--- src/rtl/layer_sequencer_if.sv ---
// layer_sequencer_if: control/status bundle between the layer sequencer and its datapaths.
// With LAYER_SEQ_PERF_EN defined, the bundle also carries the perf counters.
interface layer_sequencer_if #(
   parameter int NUM_LAYERS = 2,
   parameter int CNT_W = 16,
   parameter int IDX_W = 3
);
   logic start;
   logic stall;
   logic [NUM_LAYERS-1:0] layer_en;
   logic [IDX_W-1:0] layer_idx;
   logic [CNT_W-1:0] step_idx;
   logic step_valid;
   logic first_step;
   logic last_step;
   logic busy;
   logic done;
`ifdef LAYER_SEQ_PERF_EN
   logic [31:0] perf_cycles;
   logic [31:0] perf_stalls;
   modport master (input start, stall, output layer_en, layer_idx, step_idx, step_valid,
                   first_step, last_step, busy, done, perf_cycles, perf_stalls);
   modport slave (output start, stall, input layer_en, layer_idx, step_idx, step_valid,
                  first_step, last_step, busy, done, perf_cycles, perf_stalls);
`else
   modport master (input start, stall, output layer_en, layer_idx, step_idx, step_valid,
                   first_step, last_step, busy, done);
   modport slave (output start, stall, input layer_en, layer_idx, step_idx, step_valid,
                  first_step, last_step, busy, done);
`endif
endinterface

--- src/rtl/layer_sequencer.sv ---
// layer_sequencer: walks NUM_LAYERS layers with one-hot enables, step index and drain gaps.
// Optional LAYER_SEQ_PERF_EN adds saturating busy-cycle and stall counters.
module layer_sequencer #(
   parameter int NUM_LAYERS = 2,
   parameter int CNT_W = 16,
   parameter logic [NUM_LAYERS*CNT_W-1:0] LAYER_LENS = {16'd64, 16'd784},
   parameter int DRAIN_CYCLES = 2,
   parameter int IDX_W = 3
) (
   input logic clk,
   input logic reset,
   layer_sequencer_if.master bus
);
   typedef enum logic [1:0] {IDLE, RUN, DRAIN, DONE} state_t;
   state_t state, state_n;
   logic [IDX_W-1:0] layer_idx, layer_n;
   logic [CNT_W-1:0] step_idx, step_n, cur_len;
   logic [3:0] drain_cnt, drain_n;
   logic final_q, final_n;
   logic step_valid, at_end, is_last;
   always_comb begin
      cur_len = '0;
      for (int i = 0; i < NUM_LAYERS; i++)
         if (layer_idx == IDX_W'(i)) cur_len = LAYER_LENS[i*CNT_W +: CNT_W];
   end
   assign step_valid = state == RUN && !bus.stall;
   assign at_end = step_valid && step_idx == cur_len - CNT_W'(1);
   assign is_last = layer_idx == IDX_W'(NUM_LAYERS - 1);
   always_comb begin
      state_n = state;
      layer_n = layer_idx;
      step_n = step_idx;
      drain_n = drain_cnt;
      final_n = final_q;
      case (state)
         IDLE: if (bus.start) begin
            state_n = RUN;
            layer_n = '0;
            step_n = '0;
            final_n = 1'b0;
         end
         RUN: if (at_end) begin
            step_n = '0;
            if (DRAIN_CYCLES > 0) begin
               state_n = DRAIN;
               drain_n = '0;
               final_n = is_last;
            end else if (is_last) state_n = DONE;
            else layer_n = layer_idx + IDX_W'(1);
         end else if (step_valid) step_n = step_idx + CNT_W'(1);
         DRAIN: if (drain_cnt == 4'(DRAIN_CYCLES - 1)) begin
            state_n = final_q ? DONE : RUN;
            layer_n = final_q ? layer_idx : layer_idx + IDX_W'(1);
         end else drain_n = drain_cnt + 4'(1);
         DONE: state_n = IDLE;
      endcase
   end
   always_ff @(posedge clk)
      if (reset) begin
         state <= IDLE;
         layer_idx <= '0;
         step_idx <= '0;
         drain_cnt <= '0;
         final_q <= 1'b0;
      end else begin
         state <= state_n;
         layer_idx <= layer_n;
         step_idx <= step_n;
         drain_cnt <= drain_n;
         final_q <= final_n;
      end
   assign bus.layer_en = state == RUN ? NUM_LAYERS'(1) << layer_idx : '0;
   assign bus.layer_idx = layer_idx;
   assign bus.step_idx = step_idx;
   assign bus.step_valid = step_valid;
   assign bus.first_step = step_valid && step_idx == '0;
   assign bus.last_step = at_end;
   assign bus.busy = state == RUN || state == DRAIN;
   assign bus.done = state == DONE;
`ifdef LAYER_SEQ_PERF_EN
   // counters restart on the IDLE->RUN edge and otherwise hold once the run ends
   always_ff @(posedge clk)
      if (reset || (state == IDLE && bus.start)) begin
         bus.perf_cycles <= '0;
         bus.perf_stalls <= '0;
      end else begin
         if ((state == RUN || state == DRAIN) && bus.perf_cycles != '1)
            bus.perf_cycles <= bus.perf_cycles + 32'd1;
         if (state == RUN && bus.stall && bus.perf_stalls != '1)
            bus.perf_stalls <= bus.perf_stalls + 32'd1;
      end
`endif
endmodule

--- src/flat_wrapper.sv ---
// flat-port wrapper written by rule: the top's interface ports become plain ports
module layer_sequencer_flat 
#(
   parameter int NUM_LAYERS = 2,
   parameter int CNT_W = 16,
   parameter logic [NUM_LAYERS*CNT_W-1:0] LAYER_LENS = {16'd64, 16'd784},
   parameter int DRAIN_CYCLES = 2,
   parameter int IDX_W = 3
)
  (clk, reset, bus_start, bus_stall, bus_layer_en, bus_layer_idx, bus_step_idx, bus_step_valid, bus_first_step, bus_last_step, bus_busy, bus_done);
  layer_sequencer_if #(.NUM_LAYERS(NUM_LAYERS), .CNT_W(CNT_W), .IDX_W(IDX_W)) bus_i ();
  input logic clk;
  input logic reset;
  input wire logic [$bits(bus_i.start)-1:0] bus_start;
  input wire logic [$bits(bus_i.stall)-1:0] bus_stall;
  output wire logic [$bits(bus_i.layer_en)-1:0] bus_layer_en;
  output wire logic [$bits(bus_i.layer_idx)-1:0] bus_layer_idx;
  output wire logic [$bits(bus_i.step_idx)-1:0] bus_step_idx;
  output wire logic [$bits(bus_i.step_valid)-1:0] bus_step_valid;
  output wire logic [$bits(bus_i.first_step)-1:0] bus_first_step;
  output wire logic [$bits(bus_i.last_step)-1:0] bus_last_step;
  output wire logic [$bits(bus_i.busy)-1:0] bus_busy;
  output wire logic [$bits(bus_i.done)-1:0] bus_done;
  assign bus_i.start = bus_start;
  assign bus_i.stall = bus_stall;
  assign bus_layer_en = bus_i.layer_en;
  assign bus_layer_idx = bus_i.layer_idx;
  assign bus_step_idx = bus_i.step_idx;
  assign bus_step_valid = bus_i.step_valid;
  assign bus_first_step = bus_i.first_step;
  assign bus_last_step = bus_i.last_step;
  assign bus_busy = bus_i.busy;
  assign bus_done = bus_i.done;
  layer_sequencer #(.NUM_LAYERS(NUM_LAYERS), .CNT_W(CNT_W), .LAYER_LENS(LAYER_LENS), .DRAIN_CYCLES(DRAIN_CYCLES), .IDX_W(IDX_W)) u_core (.clk(clk), .reset(reset), .bus(bus_i));
endmodule
--- config.mk ---
export PLATFORM = sky130hd
export DESIGN_NAME = layer_sequencer_flat
export DESIGN_NICKNAME = d
export VERILOG_FILES = /design/src/rtl/layer_sequencer_if.sv /design/src/rtl/layer_sequencer.sv /design/src/flat_wrapper.sv
export SDC_FILE = /design/constraint.sdc
export NUM_CORES = 1
export LEC_CHECK = 0
export ABC_AREA = 1
export CAP_MARGIN = 20
export CORE_AREA = 2 2 85 87
export CTS_CLUSTER_SIZE = 10
export DETAILED_ROUTE_END_ITERATION = 7
export DIE_AREA = 0 0 87 89
export SLEW_MARGIN = 25
export SYNTH_ARGS = -nofsm -noshare
export SYNTH_HDL_FRONTEND = slang
export SYNTH_SLANG_ARGS = --single-unit
export TNS_END_PERCENT = 50
--- constraint.sdc ---
create_clock -name clk -period 2.2 [get_ports clk]
set_input_delay 0.33 -clock clk [delete_from_list [all_inputs] [get_ports clk]]
set_output_delay 0.33 -clock clk [all_outputs]
set_load 0.01 [all_outputs]
==> results.txt, run 1 <==
----------------------------------------------------
[Power]
  Clk pwr share ... 15.8%
  Sw frac ... between 40% and 50%
  Switching pwr ... 862 uW
  Peak VDD IR ... 0.000284 V
  Flop pwr share ... 30.9%
  Combinational power share ... 53.3%
  Cell-internal power ... 1140 uW
  Power per standard cell area ... 927 nW/um^2
  Standby leakage power ... 0.000925 uW

[Setup path]
  Delay contributed by the slowest stage of the critical path ... 0.52 ns
  Largest driver fanout on the critical path ... 4
  Data required time of the critical path ... 1.87 ns
  CP max stage cell ... clkdlybuf4s50_1
  Critical Path Start Type ... register
  Capturing element type of the critical path ... output port
  Crit-path most repeated cell ... inv_1
  Cell class contributing the biggest share of worst-path delay ... buffers and inverters
  Reg2reg start ... u_core.state[1]
  Worst setup path class ... register to output port
  Arrival time of the worst setup path ... ~1.7 ns
  Combined buffer and inverter count along the critical path ... 4
  CP cell instances ... inv_1 -> ha_1 -> nand2_1 -> buf_4 -> inv_1 -> clkdlybuf4s50_1
  Worst Setup SP ... u_core.state[1]

[Floorplan]
  I/O pin cnt ... 30
  DIE WIDTH ... approximately 87 um
  Height of the die ... 89 um
  Starting Density ... between 20% and 30%
  Site Rows ... 30
  Floorplan core area ... about 6700 um^2
  Die Footprint ... 7740 um^2

[Clock tree]
  Hold_buf cts ... 0
  Clock transition time at the flip-flop clock pins of the worst setup and hold paths ... 0.09 ns
  TritonCTS clock tree ... yes
  Cells resized by post-CTS repair ... 6
  CTS root buf ... clkbuf_8
  Maximum clock path buffer count ... 2
  Number of clock sinks ... 26
  Clock latency of the later-clocked register in the worst-skew pair ... about 0.27 ns
  Post-CTS repair timing setup buffer count ... 0
  H-tree depth reported by CTS ... 1
  CTS buffer count ... 3

[Timing]
  Fin. Hold Viols ... 0
  Clock period minus final worst setup slack ... 2.07 ns
  Setup repair after global routing missed its margin ... false
  Max Transition Viols Final ... 0
  Worst-case clock skew ... 0.00317 ns
  Relative slew margins ... 69.5%
  Period utilization ... 94.1%
  Setup violations, final ... 0
  Maximum operating frequency ... 483 MHz
  Worst Max-Slew Pin Slew ... 0.454 ns

[Final layout]
  Total number of nets in the final design ... 312
  Sequential cell area ... approximately 520 um^2
  Fill cell total of the finished layout ... around 730
  Combined area of the multi-input logic cells ... about 990 um^2
  Area added between synthesis and finish ... 29.2%
  Summed area of non-filler cells in the final layout ... roughly 2200 um^2
  Antenna diode count ... 0
  Fraction of layout cells with a size suffix above 1 ... under 10%
  Final Core Density ... 32.2%

[GRT]
  Wire length of the first global-routing pass ... 6.91 mm
  Maximum number of pins on one net before global-route repair ... 15
  Number of antenna violations at the first check in global routing ... 0
  Gr usage total ... 11.2%
  Number of global-route vias before repair ... 1538
  Overflow after GRT ... 0

[Route]
  Total length of routed wires ... 4.02 mm
  Detailed-route via count ... about 1600
  Post-detailed-route wirelength per cell ... 10.7 um
  Number of iterations in the first detailed-routing pass ... 4
  Antenna viol nets, final ... 0
  Total DRC errors in the routed layout ... 0
  Via/cell ratio ... 4.36
  Violation count after the first detailed-routing iteration ... 68

[Placement]
  Estimated wirelength of the detail-placed design ... 3.16 mm
  Number of port buffers ... 29
  Instance area at placement ... 2110 um^2
  Weighted congestion at the end of routability-driven global placement ... ~0.8

[Logic synthesis]
  Sequential share of the synthesized area ... 31.1%
  Dominant cells by area after synthesis ... dfxtp_1, nand2_1, nor2_1
  Top-area cell type share of the netlist area ... 31.1%
  Post-synthesis average cell area ... 6.48 um^2
  Nets in the synthesized netlist ... 273
  Gate Count Post-Synth ... 258
  Synthesis-stage register bit count ... 26
  Cell Area, Synth ... about 1700 um^2
  Number of library cell types mapped by synthesis ... 28
  Synth area leader ... dfxtp_1
  Number of synthesis warnings ... 0

[Run]
  Number of max-cap violations ... 0

[Run status]
  Result of the run ... completed

[Worst hold path]
  Origin of the worst min-delay path ... u_core.drain_cnt[3]
  Worst hold-check path type ... register to register

----------------------------------------------------
==> path summary, 6_finish.rpt <==
kind / to / slack (ns) / cells past startpoint
worst max-delay path: bus_step_valid / 0.13 / 6
worst max register to register: u_core.bus.step_idx[14] / 0.23 / 13
worst min-delay path: u_core.drain_cnt[3] / 0.49 / 2
worst min register to register: u_core.drain_cnt[3] / 0.49 / 2
==> Yosys cell counts, drive strengths merged <==
cell / n
a21oi: 11
a21o: 1
a211oi: 1
nor2: 48
o21ai: 8
xor2: 4
o21bai: 1
dfxtp: 26
and3: 1
nand3: 22
ha: 11
nand4: 4
xnor2: 1
buf: 3
a31oi: 1
nor3: 8
nor3b: 1
inv: 37
nand2: 67
or2: 2
==> metal layers <==
metal | global-route usage (%) | routed length (um)
met1 | 14.3 | 1930
met2 | 19.3 | 1880
met3 | 1.94 | 151
met4 | 3.41 | 45
met5 | 0 | 0
==> registers in the layout, summed over array words and instances, names as in the netlist <==
register,count
u_core.bus.step_idx,16
u_core.drain_cnt,4
u_core.state,2
u_core.bus.layer_idx,3
u_core.final_q,1
==> power by group through the flow <==
stage / clock (uW) / combinational (uW) / sequential, uW
final: 317 / 1070 / 619
after global routing: 342 / 1220 / 631
after CTS: 334 / 1080 / 620
after detailed placement: 0 / 1090 / 627
after global placement: 0 / 1070 / 626
after floorplan: 0 / 698 / 634
==> cell type report <==
cell class	instances	share of cell area (%)
Sequential cell	26	24.2
Timing Repair Buffer	37	16.6
Tap cell	80	4.63
Multi-Input combinational cell	192	45.6
Clock buffer	4	2.55
Inverter	37	6.43
==> placed cells by master, fill, tap and decap left out, types with 7 or more instances in the layout <==
cell             synthesis  layout
inv_1                   36      36
nand2_1                 63      63
nand3_1                 21      21
o21ai_0                  7       7
dfxtp_1                 26      24
nor2_1                  44      44
ha_1                    11      11
buf_4                    0       7
nor3_1                   8       8
clkdlybuf4s50_1          0      25
a21oi_1                 11      11
==> cells by family (layout without fill, tap and decap cells) <==
| kind of cell | Yosys count | count (layout) | share of synthesized area (%) |
|---|---|---|---|
| compound gates | 23 | 23 | 7.40 |
| xor+xnor | 5 | 5 | 2.62 |
| fa+ha+maj | 11 | 11 | 8.23 |
| buf+inv | 40 | 78 | 9.95 |
| flops | 26 | 26 | 31.1 |
| simple gates | 153 | 153 | 40.7 |
==> through the flow <==
stage | hold WS [ns] | worst slack, ns | power (uW) | std cells | TNS (ns)
after floorplan | 0.451 | 0.539 | 1330 | 258 | 0
after global placement | 0.478 | -0.00178 | 1700 | 372 | -0.00178
after detailed placement | 0.480 | 0.0111 | 1710 | 372 | 0
after CTS | 0.495 | 0.112 | 2030 | 376 | 0
after global routing | 0.510 | 0.00515 | 2190 | 376 | 0
final | 0.491 | 0.130 | 2000 | 376 | 0
==> worst register-to-register path, delay by kind of cell, from the launching register on <==
kind                       cells  cell delay, ns
DFF                            1            0.38
and+or+nand+nor                9            0.93
adders and majority gates      1            0.20
buffers and inverters          3            0.36
Note: power is estimated with default switching activity, not from simulation.
==> inputs of run 2 (changes only) <==
CAP_MARGIN = default   (was 20)
==> results of run 2 <==
Final layout, timing and power as in run 1 (identical DEF).
